==> src/rtl/vga_timing_gen.sv <==
// VGA raster timing: pixel divider, h/v counters, registered sync/enable/coordinate outputs.
// Latency: outputs lag the counters by 1 Clk; free-running, no backpressure (en only idles the block).
module vga_timing_gen #(
  parameter int CLK_DIV   = 4,
  parameter int H_VISIBLE = 640,
  parameter int H_FP      = 16,
  parameter int H_SYNC    = 96,
  parameter int H_BP      = 48,
  parameter int V_VISIBLE = 480,
  parameter int V_FP      = 10,
  parameter int V_SYNC    = 2,
  parameter int V_BP      = 33
) (
  input  logic       Clk,
  input  logic       reset_rtl_0,
  input  logic       en,
  output logic       hsync,
  output logic       vsync,
  output logic       vde,
  output logic [9:0] drawX,
  output logic [9:0] drawY,
  output logic       pix_ce,
  output logic       frame_start
);

  localparam int HT = H_VISIBLE + H_FP + H_SYNC + H_BP;
  localparam int VT = V_VISIBLE + V_FP + V_SYNC + V_BP;
  localparam int DW = (CLK_DIV > 1) ? $clog2(CLK_DIV) : 1;
  localparam int HW = $clog2(HT);
  localparam int VW = $clog2(VT);

  logic [DW-1:0] r_d;
  logic [HW-1:0] r_hc;
  logic [VW-1:0] r_vc;

  logic r_hsync, r_vsync, r_vde, r_pix_ce, r_frame_start;
  logic [9:0] r_drawx, r_drawy;

  logic w_d_last, w_h_last, w_v_last;
  logic w_h_sync, w_v_sync;

  assign w_d_last = (r_d  == DW'(CLK_DIV - 1));
  assign w_h_last = (r_hc == HW'(HT - 1));
  assign w_v_last = (r_vc == VW'(VT - 1));
  assign w_h_sync = (r_hc >= HW'(H_VISIBLE + H_FP)) && (r_hc < HW'(H_VISIBLE + H_FP + H_SYNC));
  assign w_v_sync = (r_vc >= VW'(V_VISIBLE + V_FP)) && (r_vc < VW'(V_VISIBLE + V_FP + V_SYNC));

  // Disabling clears the counters so the next enable starts a fresh frame at (0,0).
  always_ff @(posedge Clk) begin
    if (!reset_rtl_0 || !en) begin
      r_d  <= '0;
      r_hc <= '0;
      r_vc <= '0;
    end else begin
      r_d <= w_d_last ? '0 : r_d + 1'b1;
      if (w_d_last) begin
        r_hc <= w_h_last ? '0 : r_hc + 1'b1;
        if (w_h_last) begin
          r_vc <= w_v_last ? '0 : r_vc + 1'b1;
        end
      end
    end
  end

  always_ff @(posedge Clk) begin
    if (!reset_rtl_0) begin
      r_hsync       <= 1'b1;
      r_vsync       <= 1'b1;
      r_vde         <= 1'b0;
      r_pix_ce      <= 1'b0;
      r_frame_start <= 1'b0;
      r_drawx       <= '0;
      r_drawy       <= '0;
    end else begin
      r_hsync       <= !w_h_sync;
      r_vsync       <= !w_v_sync;
      r_vde         <= en && (r_hc < HW'(H_VISIBLE)) && (r_vc < VW'(V_VISIBLE));
      r_pix_ce      <= en && w_d_last;
      r_frame_start <= en && (r_d == '0) && (r_hc == '0) && (r_vc == '0);
      r_drawx       <= 10'(r_hc);
      r_drawy       <= 10'(r_vc);
    end
  end

  assign hsync       = r_hsync;
  assign vsync       = r_vsync;
  assign vde         = r_vde;
  assign pix_ce      = r_pix_ce;
  assign frame_start = r_frame_start;
  assign drawX       = r_drawx;
  assign drawY       = r_drawy;

endmodule
==> config.mk <==
export PLATFORM = sky130hd
export DESIGN_NAME = vga_timing_gen
export DESIGN_NICKNAME = d
export VERILOG_FILES = /design/src/rtl/vga_timing_gen.sv
export SDC_FILE = /design/constraint.sdc
export NUM_CORES = 1
export LEC_CHECK = 0
export BUFFER_PORTS_ARGS = -buffer_cell sky130_fd_sc_hd__buf_2
export CAP_MARGIN = 20
export CELL_PAD_IN_SITES_DETAIL_PLACEMENT = 1
export CELL_PAD_IN_SITES_GLOBAL_PLACEMENT = 1
export CORE_UTILIZATION = 43
export DETAILED_ROUTE_END_ITERATION = 7
export GPL_TIMING_DRIVEN = 0
export PLACE_DENSITY_LB_ADDON = 0.05
export SYNTH_ARGS = -nofsm -noshare
export SYNTH_HDL_FRONTEND = slang
export SYNTH_SLANG_ARGS = --single-unit
==> constraint.sdc <==
create_clock -name Clk -period 2.15 [get_ports Clk]
set_clock_uncertainty 0.15 [all_clocks]
set_input_delay 0.3225 -clock Clk [delete_from_list [all_inputs] [get_ports Clk]]
set_output_delay 0.3225 -clock Clk [all_outputs]
set_load 0.02 [all_outputs]
# After elaboration in Yosys (flattened, before gate mapping)
# Index checks and enable logic that the tools add are counted.
[word_totals]
regBits = 47
out_inout_bits = 25
[classes]
n_eq_ne = 3
n_lt_le_gt_ge = 6
reduce_logical = 18
add_sub_neg = 3
muxes = 2
[op_table]
columns = ["cell", "n"]
rows = [
  ["adder 10 x 1 -> 10 bit (second input constant)", 2],
  ["equality test 10 bit (second input constant)", 2],
  ["zero test 10 bit", 2],
  ["< comparator 10 bit (second input constant)", 2],
  ["< comparator 10 x 9 -> 1 bit (second input constant)", 2],
  ["two-way mux 10 bit", 2],
  ["greater-or-equal comparator 10 bit (second input constant)", 1],
  ["greater-or-equal comparator 10 x 9 -> 1 bit (second input constant)", 1],
  ["logical AND 1 bit", 8],
  ["zero test 1 bit", 4],
  ["adder 2 x 1 -> 2 bit (second input constant)", 1],
  ["equality test 2 bit (second input constant)", 1],
  ["zero test 2 bit", 1],
  ["AND reduction 2 bit", 1],
  ["OR reduction 2 bit", 1],
  ["logical OR 1 bit", 1],
]

# Longest topological paths before layout
# Gate-level depths: netlist (run 1).
[depth]
depth_word = 4
depth_mapped = 7
depth_no_buf = 6

# Worst setup path before layout (run 1)
# Ideal clock, no wire load.
[synth_path]
path_kind = "register to register"
start = "reg r_d[0]"
end = "reg r_vc[8]"
path_stages_with_launch = 7
arrival_time_ns = 1.572
setup_time_ns = 0.070
synth_period_minus_slack_ns = 1.792
t_required_ns = 1.930
path_slack_ns = 0.358
path_cell_list = "dfxtp_1 -> ha_1 -> buf_6 -> and2_2 -> nand4_4 -> or4_1 -> a21oi_1"
[synth_between]
elab_chain_len = 2
[synth_lines]
columns = ["element", "line_no", "text"]
rows = [
  ["from (decl)", "32", "logic [DW-1:0] r_d;"],
  ["from (signal assigned)", "55", "r_d <= w_d_last ? '0 : r_d + 1'b1;"],
  ["equality test 2 bit", "42", "assign w_d_last = (r_d == DW'(CLK_DIV - 1));"],
  ["AND reduction 2 bit (no line)", "-", ""],
  ["to (signal assigned)", "59", "r_vc <= w_v_last ? '0 : r_vc + 1'b1;"],
  ["to (decl)", "34", "logic [VW-1:0] r_vc;"],
]
# No other way between the ends.
# A chain may end at the register's enable or synchronous reset.

# Worst setup path after layout (run 1)
[layout_path]
start = "reg r_hc[0]"
end = "reg r_vc[8]"
[layout_between]
elab_chain_len = 2
[layout_lines]
columns = ["element", "line_no", "text"]
rows = [
  ["from (decl)", "33", "logic [HW-1:0] r_hc;"],
  ["from (signal assigned)", "57", "r_hc <= w_h_last ? '0 : r_hc + 1'b1;"],
  ["equality test 10 bit", "43", "assign w_h_last = (r_hc == HW'(HT - 1));"],
  ["AND reduction 2 bit (no line)", "-", ""],
]
# No other way between the ends.

==> impl_results.md, run 1 <==
* Reg2reg path depth at 5
* Final Critical Period at 2020 ps
* FF+latch count, synth at 47
* Skew-Pair Late Insertion Delay at 300 ps
* Reg-to-Reg Start: r_hc[0]
* Top-count cell post-synth: dfxtp_1
* Root Buffer: clkbuf_8
* Number of max-cap violations at 0
* Largest net degree at the start of global routing at 14
* Peak Freq at 0.494 GHz
* IO Count at 28
* P&R area growth vs syn at 15.5%
* Drt first pass iters at 4
* Std cell rows at 23
* Vias at 1526
* Final Hold Fails at 0
* Initial antenna violation count at 0
* Leak at 0.897 nW
* Most area-hungry cell type in the Yosys netlist: dfxtp_1
* # diodes at 0
* RR Endpoint: r_vc[8]
* Tightest Pin Transition at 532 ps
* Synth warnings at 0
* Die width at 68.8 µm
* DIE AREA at 4730 µm²
* DRC viols at 0
* Worst R2R Setup Slack at 130 ps
* Status: finished clean
* Hold Path End: pix_ce
* Hold path cells at 2
* Routed WL at 4340 µm
* Initial core utilization at 0.463
* Antenna Nets Post-Route at 0
* Number of vias per cell at 5.41
* Final cycle utilization of the critical path at 0.942
* GRT Util Overall at 0.212
* Global-route wire length before repair at 7270 µm
* Post-CTS Setup Bufs at 0
* RSZ-0062 raised after global routing: false
* Startpoint types: flop
* WL/cell at 15.4 µm
* Input/output buffers at 27
* CP max FO at 9
* Die Y at 68.8 µm
* Final setup viols at 0
* EDFF count, synth at 0
* Slowest-stage cell, CP: or4_1
* Post-synth top cells: 47 x dfxtp_1, 20 x and2_1, 13 x a21oi_1, 13 x nor2_1, 11 x nand3_1
* Worst hold start: en
* CTS Sinks at 47
* Main synth FF type: dfxtp_1
* Max Root-Sink Buffers at 2
* Final Core Density at 0.534
* Iter 0 DRT Violations at 63
* Worst VDD drop at 0.000377 V
* PD cells at about 670 nW/µm²
* Worst hold-check path type: primary input to flop
* Layout cells sized above 1 at 0.233
* Post-route insts no fill at 282
* Syn Area/Cell at 9.73 µm²
* Vias in the first global route at 1562
* Register clock-pin slew on the reported worst setup and hold paths at 80 ps
* Cell count after synthesis at 197
* Area contributors post-synth: dfxtp_1 49%, and2_1 6.5%, ha_1 4.6%, a21oi_1 3.4%, nand4_1 2.9%
* CTS tree: built
* Hpwl dp at slightly above 3000 µm
* Crit. End Element: flop
* Mapped cell area at approximately 1900 µm²
* CP arrival at 2100 ps
* Syn nets at 207
* Core area at 4140 µm²
* # nets final at 241
* CP Cell Sequence: ha_1 > and3_2 > nand4_4 > or4_1 > a21oi_1
* Remaining global-route overflow at 0
* Total negative setup slack at 0 ps
* Slew Limit Fails at 0
* Critical path's largest stage delay at 560 ps
* Sequential-to-total area share from yosys stat at 0.491
* Top cell type's share of synthesized area at 0.491
* CTS H-Tree Depth at 2
* Post-CTS Resized at 0
* Worst setup path class: flop to flop
* Num CTS Buffers at 5
* Crit path required time at 2230 ps
* # hold bufs at CTS at 0
* Gpl congestion at 0.785
* Post-synth ARST share at 0
* Yosys cell types at 37
* Max-Slew Margin vs Limit at 0.645
* Placed cell count at 274
[critical path, delay by kind of cell, from the launching register on]
family / cells / cell delay, ps
AND/OR/NAND/NOR: 3 / 1010
AO/OA/AOI/OAI: 1 / 160
flip-flops: 1 / 420
adder cells (fa/ha/maj): 1 / 220
[routing by layer]
layer  track usage  vias to the layer above  part of all wire
met5             0                        -                 0
met4        0.0842                        0             0.013
met3        0.0395                        5             0.035
met2         0.365                       29              0.48
met1         0.260                      747              0.47
li1              -                      745                 -
[worst max path at each step]
stage	startpoint	to	slack [ps]	cells past startpoint
4_1_cts	r_hc[0]	r_vc[8]	120	5
6_report	r_hc[0]	r_vc[8]	130	5
5_1_grt	r_hc[0]	r_vc[8]	10	5
2_1_floorplan	r_d[0]	r_vc[8]	360	6
3_3_place_gp	r_hc[0]	r_vc[8]	240	5
3_5_place_dp	r_hc[0]	r_vc[8]	150	5
[placed cells by master (no fill, tap or decap), drive strengths merged, types with 3 or more instances in the layout]
| cell | netlist | final |
|---|---|---|
| a21oi | 13 | 13 |
| and3 | 4 | 4 |
| nand3 | 11 | 11 |
| inv | 8 | 8 |
| buf | 5 | 32 |
| xnor2 | 3 | 3 |
| nand4 | 10 | 10 |
| ha | 7 | 7 |
| nor2 | 13 | 13 |
| o21ai | 6 | 6 |
| nor3 | 3 | 3 |
| nand2 | 10 | 10 |
| clkbuf | 4 | 12 |
| xor2 | 5 | 5 |
| and2 | 22 | 22 |
| dfxtp | 47 | 47 |
| or3 | 5 | 5 |
| nor4 | 4 | 4 |
[cell families after synthesis]
family / count (synthesis) / share of synthesized area
AND/OR/NAND/NOR: 94 / 0.301
flip-flops: 47 / 0.491
AO/OA/AOI/OAI: 24 / 0.0718
buffers and inverters: 17 / 0.0542
XOR/XNOR: 8 / 0.0366
adder cells (fa/ha/maj): 7 / 0.0457
[sequential cells by signal, summed over array words and instances, names as in the netlist]
name	flops
drawX	10
drawY	10
frame_start	1
hsync	1
pix_ce	1
r_d	2
r_hc	10
r_vc	10
vde	1
vsync	1
[metrics by stage]
| stage | cell area, µm² | setup slack (ps) | hold WS, ps | power (mW) |
|---|---|---|---|---|
| floorplan | 1920 | 358 | 276 | 0.915 |
| global placement | 2110 | 241 | 286 | 0.928 |
| detailed placement | 2110 | 154 | 297 | 0.929 |
| CTS | 2210 | 120 | 178 | 1.50 |
| global route | 2210 | 9.98 | 177 | 1.55 |
| finish | 2210 | 125 | 188 | 1.48 |
[final cells by class]
cell class                 instances  area, µm²
fill                             484       1930
sequential                        47        941
multi-input combinational        133        872
timing repair buffer              27        135
clock buffer                       8        100
buffer                             9       73.8
tap                               50       62.6
inverter                           8       30.0
[power by group]
part	total [mW]	switching, mW	internal [mW]
sequential	0.875	0.00179	0.873
clock	0.572	0.278	0.293
combinational	0.0329	0.0233	0.00959
Power figures use the tool's default switching activity.
==> run 2, diff against run 1 <==
Settings changed: REMOVE_ABC_BUFFERS set to 1.
==> run 2 against run 1 <==
Net effect: cell area down 1.3%; die area unchanged; non-clock buffer count is 7 lower; count of clock-buffer cells in the layout decreased by 3; maximum frequency is 1.4% lower; via count shrank 0.72%; register-to-register slack got worse by 30 ps.
==> impl_results.md, run 2 (synthesized netlist as in run 1, its figures left out) <==
* Status: finished clean
* NetSw at approximately 0.33 mW
* Startpoint types: flop
* CTS H-Tree Depth at 2
* Vias at ~1500
* Input/output buffers at 27
* Final Critical Period at 2050 ps
* Core area at about 4100 µm²
* Skew-Pair Late Insertion Delay at approximately 300 ps
* Slew Limit Fails at 0
* P&R area growth vs syn at 14.0%
* Final instance area at 2190 µm²
* GRT Util Overall at 0.190
* Final Hold Fails at 0
* Tightest Pin Transition at ~460 ps
* DRC viols at 0
* Num CTS Buffers at 5
* DIE AREA at about 4700 µm²
* Vias in the first global route at 1366
* Commonest cells after routing, fill and taps aside: 45 x dfxtp_1, 27 x buf_2, 20 x and2_1
* IO Count at 28
* Worst setup path class: flop to flop
* Global-route wire length before repair at 6470 µm
* Final cycle utilization of the critical path at 0.955
* Total power at 1.56 mW
* Iter 0 DRT Violations at 50
* Logic gate share of total power at 0.020
* # nets final at 235
* Root Buffer: clkbuf_8
* # hold bufs at CTS at 0
* PD cells at 712 nW/µm²
* Total negative setup slack at 0 ps
* Gpl congestion at 0.774
* Routed WL at 4180 µm
* Layout cells sized above 1 at 0.243
* Final setup viols at 0
* Most common cell after layout, fill and taps aside: dfxtp_1
* DP Area at 2040 µm²
* Number of max-cap violations at 0
* Hold WS at 156 ps
* WL/cell at 15.1 µm
* Internal power at 1.23 mW
* Worst hold-check path type: primary input to flop
* # diodes at 0
* Crit. End Element: flop
* Peak Freq at 0.487 GHz
* Clk pwr share at 0.418
* Worst VDD drop at 0.000297 V
* Remaining global-route overflow at 0
* Crit path required time at 2240 ps
* Initial core utilization at 0.463
* Die Y at 68.8 µm
* Reg power frac at 0.563
* CP max FO at 9
* Register clock-pin slew on the reported worst setup and hold paths at 90 ps
* Antenna Nets Post-Route at 0
* Largest net degree at the start of global routing at 25
* Initial antenna violation count at 0
* Max Root-Sink Buffers at 2
* CTS tree: built
* Std cell rows at 23
* Final Core Density at 0.527
* Max-Slew Margin vs Limit at 0.694
* Leak at about 0.88 nW
* Drt first pass iters at 4
* Sw Share at 0.210
* Number of vias per cell at 5.49
* Fill cells at roughly 490
* CTS Sinks at 47
* Hpwl dp at 2760 µm
* Die width at 68.8 µm
* CP arrival at 2140 ps
==> run 2: cell count changes in the layout (fill, tap and decap cells not counted), sizes merged <==
cell    previous run  this run
buf               32        29
bufinv             0         1
clkbuf            12         5
clkinv             0         2
nand4             10        11
==> run 2: final timing paths <==
| path | startpoint | endpoint | slack [ps] | cells past startpoint |
|---|---|---|---|---|
| max | r_hc[7] | r_vc[8] | 100 | 4 |
| min | en | pix_ce | 160 | 2 |
| max reg2reg | r_hc[7] | r_vc[8] | 100 | 4 |
| min reg2reg | r_d[0] | r_d[0] | 320 | 1 |
==> run 2: metal layers <==
layer	up-vias	track usage	routed length, µm
li1	735	-	-
met1	739	0.251	2010
met2	37	0.298	1940
met3	4	0.0543	184
met4	0	0.0612	42
met5	-	0	0
==> run 2: stage by stage <==
step,worst slack (ps),std cells
finish,95.8,276
global route,-0.793,276
CTS,57.2,273
detailed placement,-2.54,265
global placement,43.1,265
floorplan,247,188
==> run 2: critical path, stage by stage (launching register included) <==
cell and delay [ps]:
dfxtp_1 410, nor4b_4 470, nand4_4 250, or4_1 560, a21oi_1 150
==> run 2: power groups by stage <==
stage | combinational, mW | sequential (mW) | clock [mW]
2_1_floorplan | 0.0121 | 0.899 | 0
3_3_place_gp | 0.0294 | 0.896 | 0
3_5_place_dp | 0.0312 | 0.896 | 0
4_1_cts | 0.0313 | 0.876 | 0.660
5_1_grt | 0.0349 | 0.876 | 0.696
6_report | 0.0307 | 0.876 | 0.650
==> run 2: what timing repair did <==
action | 4_1_cts | 5_1_grt
endpoints found under the hold margin | 0 | 0
pin swaps | 0 | 1
buffers inserted | 0 | 2
gates resized for setup | 1 | 2
setup endpoints to repair | 2 | 6
gates cloned | 0 | 1
==> run 2: cell type report <==
| cell class | count | area, µm² | share of cell area |
|---|---|---|---|
| Sequential cell | 47 | 943 | 0.432 |
| Multi-Input combinational cell | 134 | 887 | 0.406 |
| Timing Repair Buffer | 29 | 150 | 0.0687 |
| Clock buffer | 5 | 68.8 | 0.0315 |
| Tap cell | 50 | 62.6 | 0.0286 |
| Clock inverter | 3 | 43.8 | 0.0200 |
| Inverter | 8 | 30.0 | 0.0137 |
